## src/rtl/algo_ctr_pkg.sv

```systemverilog
// Shared types for the counter read-modify-write pipeline.
// Op codes travel down the pipe; state_e drives the init sweep.
package algo_ctr_pkg;

  typedef enum logic [1:0] {
    NOP,
    RD,
    WR,
    CNT
  } op_e;

  typedef enum logic {
    INIT,
    RUN
  } state_e;

endpackage

```

## src/rtl/algo_ctr_fwd_hist.sv

```systemverilog
// Short history of recent port-A writes for read-during-write bypass.
// Entry 0 is the newest write; lookup returns the newest address match.
module algo_ctr_fwd_hist #(
  parameter int WIDTH   = 64,
  parameter int BITADDR = 11,
  parameter int DEPTH   = 1
) (
  input  logic               clk,
  input  logic               rst,
  input  logic               wr_i,
  input  logic [BITADDR-1:0] waddr_i,
  input  logic [WIDTH-1:0]   wdata_i,
  input  logic [BITADDR-1:0] raddr_i,
  output logic               hit_o,
  output logic [WIDTH-1:0]   hdata_o
);

  logic [DEPTH-1:0]   vld_q;
  logic [BITADDR-1:0] adr_q [DEPTH];
  logic [WIDTH-1:0]   dat_q [DEPTH];

  always_ff @(posedge clk) begin
    if (rst) begin
      vld_q <= '0;
    end else begin
      vld_q[0] <= wr_i;
      for (int i = 1; i < DEPTH; i++) begin
        vld_q[i] <= vld_q[i-1];
      end
    end
  end

  always_ff @(posedge clk) begin
    adr_q[0] <= waddr_i;
    dat_q[0] <= wdata_i;
    for (int i = 1; i < DEPTH; i++) begin
      adr_q[i] <= adr_q[i-1];
      dat_q[i] <= dat_q[i-1];
    end
  end

  // Scan oldest to newest so the newest match wins.
  always_comb begin
    hit_o   = 1'b0;
    hdata_o = '0;
    for (int i = DEPTH - 1; i >= 0; i--) begin
      if (vld_q[i] && adr_q[i] == raddr_i) begin
        hit_o   = 1'b1;
        hdata_o = dat_q[i];
      end
    end
  end

endmodule

```

## src/rtl/algo_ctr_rmw_pipe.sv

```systemverilog
// Counter RMW pipeline over a single-read/single-write SRAM.
// Zero-fills the SRAM after reset, then takes one op per cycle.
module algo_ctr_rmw_pipe
  import algo_ctr_pkg::*;
#(
  parameter int WIDTH      = 64,
  parameter int NUMADDR    = 2048,
  parameter int BITADDR    = 11,
  parameter int SRAM_DELAY = 1
) (
  input  logic               clk,
  input  logic               rst,
  output logic               ready,
  input  logic               cnt,
  input  logic [BITADDR-1:0] ct_adr,
  input  logic [WIDTH-1:0]   ct_imm,
  input  logic               ac_read,
  input  logic               ac_write,
  input  logic [BITADDR-1:0] ac_addr,
  input  logic [WIDTH-1:0]   ac_din,
  output logic               ac_vld,
  output logic [WIDTH-1:0]   ac_dout,
  output logic               t1_readB,
  output logic [BITADDR-1:0] t1_addrB,
  input  logic [WIDTH-1:0]   t1_doutB,
  output logic               t1_writeA,
  output logic [BITADDR-1:0] t1_addrA,
  output logic [WIDTH-1:0]   t1_dinA
);

  localparam logic [BITADDR-1:0] LAST = BITADDR'(NUMADDR - 1);

  state_e             state_q;
  logic [BITADDR-1:0] ptr_q;
  logic               run_q;

  op_e                op_q  [SRAM_DELAY];
  logic [BITADDR-1:0] adr_q [SRAM_DELAY];
  logic [WIDTH-1:0]   dat_q [SRAM_DELAY];

  op_e                op_d;
  logic [BITADDR-1:0] adr_d;
  logic [WIDTH-1:0]   dat_d;

  op_e                op_t;
  logic [BITADDR-1:0] adr_t;
  logic [WIDTH-1:0]   dat_t;
  logic               hit;
  logic [WIDTH-1:0]   hdata;
  logic [WIDTH-1:0]   old;

  always_ff @(posedge clk) begin
    if (rst) begin
      state_q <= INIT;
      ptr_q   <= '0;
      run_q   <= 1'b0;
    end else begin
      case (state_q)
        INIT: begin
          if (ptr_q == LAST) begin
            state_q <= RUN;
            run_q   <= 1'b1;
          end else begin
            ptr_q <= ptr_q + 1'b1;
          end
        end
        RUN:     state_q <= RUN;
        default: state_q <= INIT;
      endcase
    end
  end

  assign ready = run_q & ~rst;

  // Fixed priority: write, then counter add, then read.
  always_comb begin
    op_d     = NOP;
    adr_d    = '0;
    dat_d    = '0;
    t1_readB = 1'b0;
    t1_addrB = '0;
    if (ready) begin
      if (ac_write) begin
        op_d  = WR;
        adr_d = ac_addr;
        dat_d = ac_din;
      end else if (cnt) begin
        op_d     = CNT;
        adr_d    = ct_adr;
        dat_d    = ct_imm;
        t1_readB = 1'b1;
        t1_addrB = ct_adr;
      end else if (ac_read) begin
        op_d     = RD;
        adr_d    = ac_addr;
        t1_readB = 1'b1;
        t1_addrB = ac_addr;
      end
    end
  end

  always_ff @(posedge clk) begin
    if (rst) begin
      for (int i = 0; i < SRAM_DELAY; i++) begin
        op_q[i] <= NOP;
      end
    end else begin
      op_q[0] <= op_d;
      for (int i = 1; i < SRAM_DELAY; i++) begin
        op_q[i] <= op_q[i-1];
      end
    end
  end

  always_ff @(posedge clk) begin
    adr_q[0] <= adr_d;
    dat_q[0] <= dat_d;
    for (int i = 1; i < SRAM_DELAY; i++) begin
      adr_q[i] <= adr_q[i-1];
      dat_q[i] <= dat_q[i-1];
    end
  end

  assign op_t  = op_q[SRAM_DELAY-1];
  assign adr_t = adr_q[SRAM_DELAY-1];
  assign dat_t = dat_q[SRAM_DELAY-1];

  algo_ctr_fwd_hist #(
    .WIDTH  (WIDTH),
    .BITADDR(BITADDR),
    .DEPTH  (SRAM_DELAY)
  ) u_hist (
    .clk    (clk),
    .rst    (rst),
    .wr_i   (t1_writeA),
    .waddr_i(t1_addrA),
    .wdata_i(t1_dinA),
    .raddr_i(adr_t),
    .hit_o  (hit),
    .hdata_o(hdata)
  );

  // SRAM data misses writes issued since the read; bypass them.
  assign old = hit ? hdata : t1_doutB;

  always_comb begin
    t1_writeA = 1'b0;
    t1_addrA  = '0;
    t1_dinA   = '0;
    ac_vld    = 1'b0;
    ac_dout   = '0;
    if (!rst) begin
      if (state_q == INIT) begin
        t1_writeA = 1'b1;
        t1_addrA  = ptr_q;
      end else begin
        case (op_t)
          WR: begin
            t1_writeA = 1'b1;
            t1_addrA  = adr_t;
            t1_dinA   = dat_t;
          end
          CNT: begin
            t1_writeA = 1'b1;
            t1_addrA  = adr_t;
            t1_dinA   = old + dat_t;
          end
          RD: begin
            ac_vld  = 1'b1;
            ac_dout = old;
          end
          default: ;
        endcase
      end
    end
  end

endmodule

```

## config.mk

```make
export PLATFORM = sky130hd
export DESIGN_NAME = algo_ctr_rmw_pipe
export DESIGN_NICKNAME = d
export VERILOG_FILES = /design/src/rtl/algo_ctr_pkg.sv /design/src/rtl/algo_ctr_fwd_hist.sv /design/src/rtl/algo_ctr_rmw_pipe.sv
export SDC_FILE = /design/constraint.sdc
export NUM_CORES = 1
export LEC_CHECK = 0
export ABC_CLOCK_PERIOD_IN_PS = 5300
export CAP_MARGIN = 20
export CORE_AREA = 2 2 171 190
export CTS_CLUSTER_DIAMETER = 30
export CTS_CLUSTER_SIZE = 16
export DETAILED_ROUTE_END_ITERATION = 10
export DIE_AREA = 0 0 173 192
export PLACE_DENSITY = 0.66
export SYNTH_ARGS = -nofsm -noshare
export SYNTH_HDL_FRONTEND = slang
export SYNTH_SLANG_ARGS = --single-unit
```

## constraint.sdc

```tcl
create_clock -name clk -period 5.3 [get_ports clk]
set_clock_uncertainty 0.1 [all_clocks]
set_input_delay 1.06 -clock clk [delete_from_list [all_inputs] [get_ports clk]]
set_output_delay 1.06 -clock clk [all_outputs]
set_load 0.02 [all_outputs]
```

# ---- Word level (Yosys, flattened, before mapping)
# Memories as Yosys holds them, arrays and structs flattened.
# Cells that the tools add are included.
dict set report totals {
  reg_bits 14
  ram_bits 152
  in_bits 219
  output_inout_bits 154
  wordCells 67
  mem_count 5
}
dict set report op_classes {
  n_addsub 2
  eq_ne 5
  n_mux 42
  n_bitwise 4
  n_reduce_logical 5
}
# name depth word_bits read_ports rd_ports_with_merged_regs write_ports line
set mem_list {}
lappend mem_list {dat_q 1 64 1 0 1 algo_ctr_rmw_pipe.sv:39} ;# logic [WIDTH-1:0] dat_q [SRAM_DELAY];
lappend mem_list {u_hist.dat_q 1 64 1 0 1 algo_ctr_fwd_hist.sv:20} ;# logic [WIDTH-1:0] dat_q [DEPTH];
lappend mem_list {adr_q 1 11 1 0 1 algo_ctr_rmw_pipe.sv:38} ;# logic [BITADDR-1:0] adr_q [SRAM_DELAY];
lappend mem_list {u_hist.adr_q 1 11 1 0 1 algo_ctr_fwd_hist.sv:19} ;# logic [BITADDR-1:0] adr_q [DEPTH];
lappend mem_list {op_q 1 2 1 0 1 algo_ctr_rmw_pipe.sv:37} ;# op_e op_q [SRAM_DELAY];
# operator n
set ops {}
lappend ops {{$mux 64} 10}
lappend ops {{$pmux 64 s2} 1}
lappend ops {{$mux 11} 9}
lappend ops {{$add 64x64->64} 1}
lappend ops {{$mux 1} 17}
lappend ops {{$add 11x1->11 const B} 1}
lappend ops {{$eq 11x11->1} 1}
lappend ops {{$eq 11x11->1 const B} 1}
lappend ops {{$mux 2} 4}
lappend ops {{$eq 2x2->1 const B} 2}
lappend ops {{$reduce_and 2->1} 2}
lappend ops {{$reduce_or 2->1} 2}
lappend ops {{$not 1->1} 3}
lappend ops {{$eq 2x1->1 const B} 1}
lappend ops {{$pmux 1 s2} 1}
lappend ops {{$and 1x1->1} 1}
lappend ops {{$logic_and 1x1->1} 1}

# ---- Depth between registers and ports, before layout
# Gate-level depths: netlist (run 1).
# An unclocked memory read counts as a cell.
dict set report logic_depth {
  depth_word 9
  ltp_mapped 18
  depth_no_buf 16
}

# ---- Modules after synthesis
# Synthesis (run 1) repeated with hierarchy kept, for this count alone.
dict set report hier_totals {
  hier_cells 1378
  hier_area_um2 11830.1
}
# mod n_inst cells_per_inst area_per_inst_um2 seq_area_each_um2
set modules_own_cells {}
lappend modules_own_cells {algo_ctr_rmw_pipe 1 1137 9017.4 1801.7}
lappend modules_own_cells {algo_ctr_fwd_hist 1 241 2812.7 1521.5}

# ---- Worst setup path before layout (run 1)
# No wires, ideal clock.
dict set report synth_timing {
  kind {register -> output}
  from {memory adr_q[0][2]}
  to {output port t1_dinA[62]}
  arrival_time_ns 4.579
  required_time_ns 4.140
  path_slack_ns -0.439
  stages_incl_launch_ff 17
  path_buffers 3
  path_cell_list {dfxtp_1 xnor2_1 nand4_1 nor3_1 clkbuf_1 clkbuf_1 mux2_2 ha_1 buf_6 nand4_2 or3_4 or4_4 o32a_4 a21oi_4 o2111a_1 nor3_1 o31ai_1}
}
dict set report synth_between {
  elab_chain_cells 9
  elab_cells_between_ends 10
  cone_classes {add/sub (1); eq/ne (1); mux (6); reduce/logical (1); memory (1)}
}
# element line
set synth_lines {}
lappend synth_lines {{start, declared} algo_ctr_rmw_pipe.sv:38}
lappend synth_lines {{$mem_v2 1x11 *} --}
lappend synth_lines {{$eq 11x11->1 *} algo_ctr_fwd_hist.sv:47} ;# if (vld_q[i] && adr_q[i] == raddr_i) begin
lappend synth_lines {{$logic_and 1x1->1 *} algo_ctr_fwd_hist.sv:47}
lappend synth_lines {{$mux 64 / $mux 1 (equally long branches)} algo_ctr_fwd_hist.sv:47}
lappend synth_lines {{$mux 64 *} algo_ctr_rmw_pipe.sv:144} ;# assign old = hit ? hdata : t1_doutB;
lappend synth_lines {{$add 64x64->64 *} algo_ctr_rmw_pipe.sv:166} ;# t1_dinA = old + dat_t;
lappend synth_lines {{$pmux 64 s2 *} algo_ctr_rmw_pipe.sv:157} ;# case (op_t)
lappend synth_lines {{$mux 64 *} algo_ctr_rmw_pipe.sv:153} ;# if (state_q == INIT) begin
lappend synth_lines {{$mux 64 *} algo_ctr_rmw_pipe.sv:152} ;# if (!rst) begin
lappend synth_lines {{end, declared} algo_ctr_rmw_pipe.sv:28} ;# output logic [WIDTH-1:0] t1_dinA
# Mark *: on every way between the ends. The rest lies on a longest branch, timed or not.

# ---- Worst setup path in the final report (run 1)
dict set report layout_timing {
  from {memory adr_q[0][0]}
  to {output port t1_dinA[60]}
}
# The elaborated chain is that of the path after synthesis.

==> results of run 1 <==
==> power by group through the flow <==
stage	logic, W	clock network, W	registers (W)
after floorplan	0.000238	0	0.00128
after global placement	0.000552	0	0.00128
after detailed placement	0.000562	0	0.00128
after CTS	0.000665	0.00134	0.00125
after global routing	0.000763	0.00139	0.00125
final	0.000721	0.00133	0.00125
==> layout make-up <==
class	count	area, um^2	share of cell area, %
multi-input cells	970	8690	44.0
repair buffers	708	6470	32.8
flip-flops and latches	166	3340	16.9
well taps	420	526	2.66
clock buffers	17	425	2.15
clock inverters	15	186	0.944
inverters	28	105	0.532
diodes	2	5.00	0.0253
==> worst max path at each step <==
stage	slack (ns)	start	cells past startpoint	endpoint
after floorplan	0.006	adr_q[0][2]	16	t1_dinA[60]
after global placement	-1.04	t1_doutB[2]	14	t1_dinA[58]
after detailed placement	-1.12	t1_doutB[0]	17	t1_dinA[59]
after CTS	-0.55	adr_q[0][0]	23	t1_dinA[26]
after global routing	-0.84	adr_q[0][0]	22	t1_dinA[51]
final	-0.68	adr_q[0][0]	18	t1_dinA[60]
==> critical path: stages (launching register included) <==
cell,delay [ns]
dfxtp_4,0.37
xnor2_2,0.16
nand4_1,0.17
nor3_4,0.25
buf_6,0.14
buf_12,0.13
buf_12,0.13
buf_4,0.11
mux2_4,0.32
ha_4,0.31
nand4_4,0.09
or3_4,0.40
or4_4,0.52
o32a_4,0.36
a21oi_4,0.20
o211ai_2,0.11
a2111o_1,0.38
nand3_2,0.08
buf_6,0.12
==> logic make-up (layout without fill, tap and decap cells) <==
| family | count (synthesis) | after routing |
|---|---|---|
| buffers and inverters | 97 | 768 |
| AND/OR/NAND/NOR | 358 | 358 |
| multiplexers | 104 | 104 |
| adder cells (fa/ha/maj) | 78 | 78 |
| other | 0 | 2 |
| AO/OA/AOI/OAI | 361 | 361 |
| XOR/XNOR | 69 | 69 |
| flip-flops | 166 | 166 |
==> stage by stage <==
stage          TNS, ns  setup WS [ns]
6_report        -20.15         -0.677
5_1_grt         -28.86         -0.845
4_1_cts         -15.58         -0.551
3_5_place_dp    -38.98          -1.12
3_3_place_gp    -35.39          -1.04
2_1_floorplan        0        0.00588
==> per-layer routing <==
layer / share of wire [%] / track usage [%]
met1: 42 / 30.5
met2: 51 / 45.5
met3: 4.7 / 3.88
met4: 2.5 / 8.51
met5: 0 / 0
==> cell usage in the layout, fill, tap and decap left out, drive strengths merged, types with 3 or more instances in the layout <==
| master | instances |
|---|---|
| nand2 | 68 |
| o31ai | 7 |
| clkdlybuf4s50 | 313 |
| o211ai | 5 |
| mux2 | 63 |
| o21bai | 12 |
| a21boi | 4 |
| or3 | 6 |
| a31oi | 8 |
| nor2 | 115 |
| clkbuf | 20 |
| and2 | 68 |
| dfxtp | 166 |
| o21a | 13 |
| xor2 | 21 |
| ha | 77 |
| inv | 34 |
| nand4 | 34 |
| nand3b | 5 |
| a211oi | 13 |
| a22oi | 10 |
| mux2i | 41 |
| nand3 | 16 |
| nor3b | 4 |
| a21o | 57 |
| a31o | 4 |
| nor2b | 11 |
| o21ai | 42 |
| buf | 388 |
| nand2b | 6 |
| a221o | 3 |
| xnor2 | 48 |
| and3 | 5 |
| clkinv | 7 |
| a21oi | 83 |
| a22o | 74 |
| nor3 | 12 |
| a211o | 3 |
==> state kept, by name, indices dropped and copies added, names as in the netlist <==
| name | count |
|---|---|
| ptr_q | 11 |
| run_q | 1 |
| state_q | 1 |
| adr_q | 11 |
| op_q | 2 |
| u_hist.vld_q | 1 |
| u_hist.dat_q | 64 |
| u_hist.adr_q | 11 |
| dat_q | 64 |
==> repair_timing <==
action | 4_1_cts | 5_1_grt
setup buffers | 52 | 40
cloned | 3 | 1
resized for setup | 482 | 153
setup endpoints to repair | 60 | 59
pin swaps | 78 | 97
==> qor.csv, run 1 <==
metric,value,unit
Hold Path Class,register to register,
Synth area leaders,"dfxtp_1, ha_1, mux2_2",
Setup WS post-layout,-0.677,ns
Synth top area share,30.8,%
Max Freq,167,MHz
die width,173,um
setup violators final,46,
Util after Layout,63.4,%
clock tree buffer depth,2,
total wire length,45000,um
largest net degree at the start of global routing,76,
"Area growth, synth to finish",83.3,%
P_leak,8.47,nW
number of flops mapped to enable cells by yosys,0,
Critical Path RT,4.14,ns
Syn Area/Cell,8.74,um^2
drt drc,0,
Critical R2R Capture,u_hist.dat_q[0][42],
# H-tree levels,4,
design area,0.0198,mm^2
area fraction in compound gates after synthesis,23.9,%
GPL Wtd Cong,0.937,
sw frac,28.5,%
Port Buffers,372,
drt pass-1 iters,7,
Ys Warns,0,
largest family of logic cells by synthesized area,compound AO/OA/AOI/OAI gates,
Skew-Pair Late Insertion Delay,0.44,ns
R2R Setup Slk,-0.42,ns
CP Max Fanout,5,
NumNets Final,2188,
maximum vdd drop,0.191,mV
clock power share,40.3,%
adder-cell share of the synthesized area,9.13,%
hold_ws,0.397,ns
sequential power share,37.9,%
layout cells sized above 1,37.3,%
via count,12099,
Layout Cells excl Fill,2326,
hold_sp,dat_q[0][57],
post-synthesis xor/xnor area fraction,5.61,%
largest area contributor in the netlist,dfxtp_1,
ys async rst share,0,%
register area share after synthesis,30.8,%
Comb pwr share,21.8,%
placed instance area,0.0167,mm^2
Worst-Margin Slew,0.935,ns
Routed Antenna Nets,0,
Die ar.,0.0332,mm^2
post-synthesis mux area share,10.4,%
GR Util All Layers,25.2,%
top-level port count,373,
RR Startpoint,adr_q[0][0],
"Slew Viols, Final",0,
critical path type,register to primary output,
library cells used by synthesis,71,
Placed Cells,2208,
status,"finished, violations left",
ys flop type,dfxtp_1,
post-synth net total,1530,
most common cell in the synthesized netlist,dfxtp_1,
Critical Path AT,4.82,ns
total power,0.00331,W
drt initial violations,573,
initial core utilization,34.6,%
DP HPWL,31900,um
final hold vios,0,
number of global-route vias before repair,12282,
RSZ-0062 raised after global routing,true,
standard-cell rows,68,
Critical Path Start Type,register,
CTS tree,built,
Max Cap Viol,0,
CTS buffer count,17,
cts hold-fix bufs,0,
Post-synth top cells,"dfxtp_1, nor2_1, a21oi_1",
failing checks,negative setup slack,
internal power,0.00236,W
Syn Inst Count,1233,
root buffer selected by CTS,clkbuf_16,
Synth Area in Simple Gates,16.5,%
reg2reg path depth,33,
Critical Path Sink Type,primary output,
slew margin rel.,37.5,%
Final Cycle Share,113,%
clock sinks,166,
core box area,0.0311,mm^2
hold depth,2,
first-pass GRT wire length,66500,um
FILL cells,2548,
initial antenna violation count,3,
WL/cell,19.3,um
hold endpoint,u_hist.dat_q[0][57],
Yosys reg bits,166,
synthesized area,0.0108,mm^2
Worst-path clk slew,0.08,ns
vias per inst,5.20,
Die Ht,192,um
PD cells,167,mW/mm^2
minimum clock period after layout,5.98,ns
gr ovfl total,0,
NetSw,0.000942,W
Power figures use the tool's default switching activity.
==> run 2, diff against run 1 <==
Settings changed: ABC_CLOCK_PERIOD_IN_PS 5300 to 6450, PLACE_DENSITY 0.66 to not set.
Clock period 5.3 ns to 6.45 ns, I/O delays scaled along.
==> run 2 against run 1 <==
  * The flow now finishes without violations
  * Wire length fell by 7.0%
  * Worst setup slack improved by 0.79 ns
  * Clock-buffer cell count did not move
  * Highest routed layer is now met5
==> qor.csv, run 2 (synthesized netlist as in run 1, its figures left out) <==
metric,value,unit,change
hold depth,2,,unchanged
multi-input logic area,0.00748,mm^2,-14%
Util after Layout,55.3,%,-8.2 points
RR Startpoint,adr_q[0][2],,
Max Cap Viol,0,,unchanged
Die Ht,192,um,unchanged
initial core utilization,34.6,%,unchanged
total power,0.00261,W,-21%
reg2reg path depth,22,,-33%
"most common cell after layout, fill and taps aside",clkdlybuf4s50_1,,
GR Util All Layers,24.5,%,-0.65 points
gr ovfl total,0,,unchanged
Regs by FF count,"dat_q x64, u_hist.dat_q x64",,
Die ar.,0.0332,mm^2,unchanged
first-pass GRT wire length,64300,um,-3.3%
Critical Path Sink Type,primary output,,
clock tree buffer depth,2,,unchanged
vias per inst,5.16,,-0.88%
status,completed,,
drt drc,0,,unchanged
DP HPWL,32400,um,+1.6%
slew margin rel.,40.7,%,+3.1 points
hold_sp,dat_q[0][59],,
hold endpoint,u_hist.dat_q[0][59],,
final hold vios,0,,unchanged
Critical R2R Capture,u_hist.dat_q[0][26],,
WL/cell,19.2,um,-0.51%
most frequent cells in the layout,"clkdlybuf4s50_1, buf_4, dfxtp_1",,
Layout Cells excl Fill,2175,,-6.5%
GPL Wtd Cong,0.911,,-2.7%
CTS tree,built,,
cts hold-fix bufs,0,,unchanged
total wire length,41800,um,-7.0%
CP Max Fanout,10,,+5
minimum clock period after layout,6.34,ns,
die width,173,um,unchanged
FILL cells,2901,,+14%
largest net degree at the start of global routing,76,,unchanged
placed instance area,0.0161,mm^2,-3.9%
Final Cycle Share,98.3,%,
Critical Path Start Type,register,,
root buffer selected by CTS,clkbuf_16,,
drt pass-1 iters,5,,-2
core box area,0.0311,mm^2,unchanged
critical path type,register to primary output,,
layout cells sized above 1,22.6,%,-15 points
clock sinks,166,,unchanged
register area,0.00333,mm^2,-0.19%
R2R Setup Slk,1.90,ns,+2.32 ns
RSZ-0062 raised after global routing,true,,
standard-cell rows,68,,unchanged
# H-tree levels,4,,unchanged
CTS buffer count,17,,unchanged
Hold Path Class,register to register,,
"Area growth, synth to finish",59.8,%,
drt initial violations,634,,+11%
setup violators final,0,,-100%
Routed Antenna Nets,0,,unchanged
Placed Cells,2129,,-3.6%
Skew-Pair Late Insertion Delay,0.45,ns,about the same
number of global-route vias before repair,11503,,-6.3%
Worst-Margin Slew,0.890,ns,-0.0447 ns
Ant. Diodes,0,,-2
Critical Path RT,5.06,ns,+0.92 ns
maximum vdd drop,0.150,mV,-21%
via count,11214,,-7.3%
design area,0.0172,mm^2,-13%
Max Freq,158,MHz,
NumNets Final,2039,,-6.8%
top-level port count,373,,unchanged
Port Buffers,372,,unchanged
initial antenna violation count,3,,unchanged
Worst-path clk slew,0.07,ns,about the same
P_leak,7.45,nW,-12%
PD cells,152,mW/mm^2,-9.4%
Critical Path AT,4.95,ns,+0.13 ns
"Slew Viols, Final",0,,unchanged
run 2: cell type report:
class | count | share of cell area [%]
Inverter | 28 | 0.611
Clock buffer | 17 | 2.47
Clock inverter | 15 | 1.21
Timing Repair Buffer | 559 | 29.8
Tap cell | 420 | 3.05
Sequential cell | 166 | 19.4
Multi-Input combinational cell | 970 | 43.5
run 2: metal layers:
layer	track usage, %	share of wire (%)	vias up	wire, um
li1	-	-	5524	-
met1	30.3	44	5289	18300
met2	42.7	48	341	20300
met3	5.44	5.5	58	2300
met4	7.27	2.3	2	944
met5	0	0.038	-	16
run 2: worst max-delay path by stage:
| stage | endpoint | slack, ns | cells past startpoint | from |
|---|---|---|---|---|
| detailed placement | t1_dinA[59] | -0.46 | 16 | t1_doutB[2] |
| CTS | t1_dinA[58] | -0.01 | 18 | adr_q[0][0] |
| global route | t1_dinA[58] | -0.09 | 21 | adr_q[0][2] |
| floorplan | t1_dinA[62] | 0.48 | 16 | adr_q[0][2] |
| finish | t1_dinA[58] | 0.11 | 18 | adr_q[0][2] |
| global placement | t1_dinA[59] | -0.48 | 16 | t1_doutB[2] |
run 2: through the flow:
stage	setup TNS [ns]	hold WS, ns	setup WS (ns)
2_1_floorplan	0	0.372	0.481
3_3_place_gp	-6.95	0.393	-0.481
3_5_place_dp	-8.48	0.396	-0.456
4_1_cts	-0.0243	0.405	-0.0122
5_1_grt	-0.188	0.424	-0.0852
6_report	0	0.391	0.113
run 2: critical path, stage by stage (launching register included):
cell and delay (ns):
dfxtp_2 0.34, xnor2_1 0.15, nand4_1 0.17, nor3_4 0.25, buf_6 0.16, buf_12 0.11, buf_16 0.14, mux2_2 0.40
ha_4 0.31, nand4_2 0.10, or3_4 0.39, or4_4 0.52, o32a_4 0.35, a21oi_4 0.19, o211ai_2 0.12, a21boi_0 0.25
o31ai_2 0.11, buf_4 0.16, clkdlybuf4s15_2 0.25
run 2: repair_timing:
item | CTS | global route
pin swaps | 11 | 18
setup buffers | 4 | 8
gates cloned | 2 | 0
resized for setup | 90 | 114
setup endpoints to repair | 45 | 49
run 2: power by group:
part,internal (W),switching (W),leakage (nW)
combinational,0.000286,0.000196,5.80
clock,0.000567,0.000532,0.309
sequential,0.00103,0.00000331,1.34
==> run 3, diff against run 2 <==
Settings changed: CORE_AREA 2 2 171 190 to 2 2 164 198, DIE_AREA 0 0 173 192 to 0 0 166 200, DONT_BUFFER_PORTS set to 1.
==> run 3 against run 2 <==
  * Critical path type unchanged
  * Final area is 28% lower
  * Flip-flop and latch count stayed put
  * Die area hardly changed
  * Worst setup slack better by 0.065 ns
  * Power is 8.9% lower
  * Clock-buffer cell count is 1 higher
  * Clock power is 4% lower
==> qor.csv, run 3 (synthesized netlist as in run 1, its figures left out) <==
metric,value,unit,change
Regs by FF count,"dat_q x64, u_hist.dat_q x64",,
drt drc,0,,unchanged
reg2reg path depth,17,,-23%
NetSw,0.000649,W,-11%
Die Ht,200,um,+4.2%
Final Cycle Share,97.2,%,-1.0 points
PD cells,191,mW/mm^2,+26%
die width,166,um,-4.0%
NumNets Final,1530,,-25%
setup violators final,0,,unchanged
Die ar.,0.0332,mm^2,about the same
Max Cap Viol,0,,unchanged
largest net degree at the start of global routing,76,,unchanged
RR Startpoint,adr_q[0][5],,
hold_ws,0.436,ns,+0.0446 ns
initial core utilization,34.5,%,-0.046 points
via count,9358,,-17%
Critical Path Start Type,register,,
hold endpoint,ptr_q[9],,
internal power,0.00173,W,-7.9%
minimum clock period after layout,6.27,ns,-0.0648 ns
Layout Cells excl Fill,1647,,-24%
Port Buffers,0,,-100%
Comb pwr share,12.0,%,-6.5 points
Critical Path RT,5.06,ns,about the same
first-pass GRT wire length,52000,um,-19%
sequential power share,43.3,%,+3.9 points
Hold Path Class,register to register,,
layout cells sized above 1,17.5,%,-5.1 points
Place WS,-0.0850,ns,+0.371 ns
total wire length,35000,um,-16%
Placed Cells,1593,,-25%
clock tree buffer depth,2,,unchanged
RSZ-0062 raised after global routing,true,,
DP HPWL,26500,um,-18%
Util after Layout,39.9,%,-15 points
gr ovfl total,0,,unchanged
initial antenna violation count,2,,-1
"Slew Viols, Final",0,,unchanged
P_leak,5.18,nW,-30%
# H-tree levels,4,,unchanged
CTS tree,built,,
maximum vdd drop,0.134,mV,-11%
critical path type,register to primary output,,
Max Freq,159,MHz,+1.0%
clock sinks,166,,unchanged
Routed Antenna Nets,0,,unchanged
drt initial violations,496,,-22%
clock power share,44.7,%,+2.6 points
GPL Wtd Cong,0.889,,-2.4%
hold depth,2,,unchanged
CTS buffer count,17,,unchanged
Worst-path clk slew,0.07,ns,about the same
standard-cell rows,71,,+4.4%
final hold vios,0,,unchanged
status,completed,,
most frequent cells in the layout,"dfxtp_1, nor2_1, a21oi_1",,
sw frac,27.3,%,-0.75 points
drt pass-1 iters,6,,+1
WL/cell,21.3,um,+11%
Skew-Pair Late Insertion Delay,0.45,ns,about the same
number of global-route vias before repair,9355,,-19%
"most common cell after layout, fill and taps aside",dfxtp_1,,
core box area,0.0312,mm^2,+0.13%
Critical Path AT,4.88,ns,-0.07 ns
CP Max Fanout,18,,+8
Worst-Margin Slew,1.04,ns,+0.149 ns
slew margin rel.,30.3,%,-10 points
Critical Path Sink Type,primary output,,
GR Util All Layers,20.0,%,-4.5 points
Critical R2R Capture,u_hist.dat_q[0][48],,
root buffer selected by CTS,clkbuf_16,,
"Area growth, synth to finish",15.4,%,
Setup WS post-layout,0.177,ns,+0.0648 ns
hold_sp,ptr_q[9],,
vias per inst,5.68,,+10%
top-level port count,373,,unchanged
R2R Setup Slk,1.76,ns,-0.14 ns
[run 3: cell count changes in the layout (fill, tap and decap cells not counted), moves of 7 or more]
cell	change
buf_4	-143
clkbuf_2	-12
clkdlybuf4s50_1	-327
dlygate4sd2_1	-12
dlymetal6s2s_1	-7
o21ai_0	+7
[run 3: critical path, cell delays in order, from the launching register on]
cell       delay, ns
dfxtp_1         0.32
xnor2_1         0.17
nand4_1         0.17
nor3_4          0.25
buf_12          0.15
bufbuf_16       0.32
mux2_2          0.39
ha_1            0.31
a21oi_1         0.19
o21bai_1        0.12
a21oi_1         0.19
o221ai_1        0.18
a221oi_2        0.46
a211o_1         0.29
a211o_1         0.24
nand2_1         0.14
a211oi_2        0.25
o31ai_1         0.11
buf_4           0.19
[run 3: area by class of cell]
| type | count | area (um^2) |
|---|---|---|
| Fill cell | 3160 | 18700 |
| Multi-Input combinational cell | 970 | 7390 |
| Sequential cell | 166 | 3330 |
| Timing Repair Buffer | 50 | 503 |
| Tap cell | 401 | 502 |
| Clock buffer | 18 | 450 |
| Clock inverter | 13 | 149 |
| Inverter | 28 | 105 |
| Antenna cell | 1 | 2.50 |
[run 3: how the worst max path moves through the flow]
stage / start / endpoint / slack [ns] / cells after the start
global route: adr_q[0][4] / t1_dinA[57] / -0.12 / 21
floorplan: adr_q[0][2] / t1_dinA[62] / 0.48 / 16
detailed placement: adr_q[0][5] / t1_dinA[55] / -0.08 / 17
global placement: adr_q[0][7] / t1_dinA[55] / 0.03 / 17
CTS: adr_q[0][7] / t1_dinA[58] / -0.008 / 18
finish: adr_q[0][5] / t1_dinA[58] / 0.18 / 18
[run 3: through the flow]
stage | power (W) | area [um^2] | TNS [ns]
2_1_floorplan | 0.00125 | 10800 | 0
3_3_place_gp | 0.00129 | 11300 | 0
3_5_place_dp | 0.00130 | 11300 | -0.112
4_1_cts | 0.00237 | 12000 | -0.00837
5_1_grt | 0.00247 | 12400 | -0.356
6_report | 0.00238 | 12400 | 0
[run 3: power groups by stage]
| stage | registers, W | clock network, W | logic, W |
|---|---|---|---|
| 6_report | 0.00103 | 0.00106 | 0.000285 |
| 3_3_place_gp | 0.00105 | 0 | 0.000241 |
| 5_1_grt | 0.00103 | 0.00113 | 0.000311 |
| 3_5_place_dp | 0.00105 | 0 | 0.000246 |
| 4_1_cts | 0.00103 | 0.00108 | 0.000259 |
| 2_1_floorplan | 0.00105 | 0 | 0.000194 |
[run 3: what timing repair did]
item | 4_1_cts | 5_1_grt
resized for setup | 18 | 60
pin swaps | 4 | 23
hold buffers | 0 | 0
setup buffers | 2 | 17
hold endpoints to repair | 0 | 0
setup endpoints to repair | 25 | 33
gates cloned | 1 | 1
[run 3: layer usage]
metal	global-route usage [%]	vias up	part of all wire [%]
met5	0	-	0.037
met4	8.37	2	2.8
li1	-	4483	-
met1	23.8	4486	42
met2	35.3	338	50
met3	4.12	49	5.5
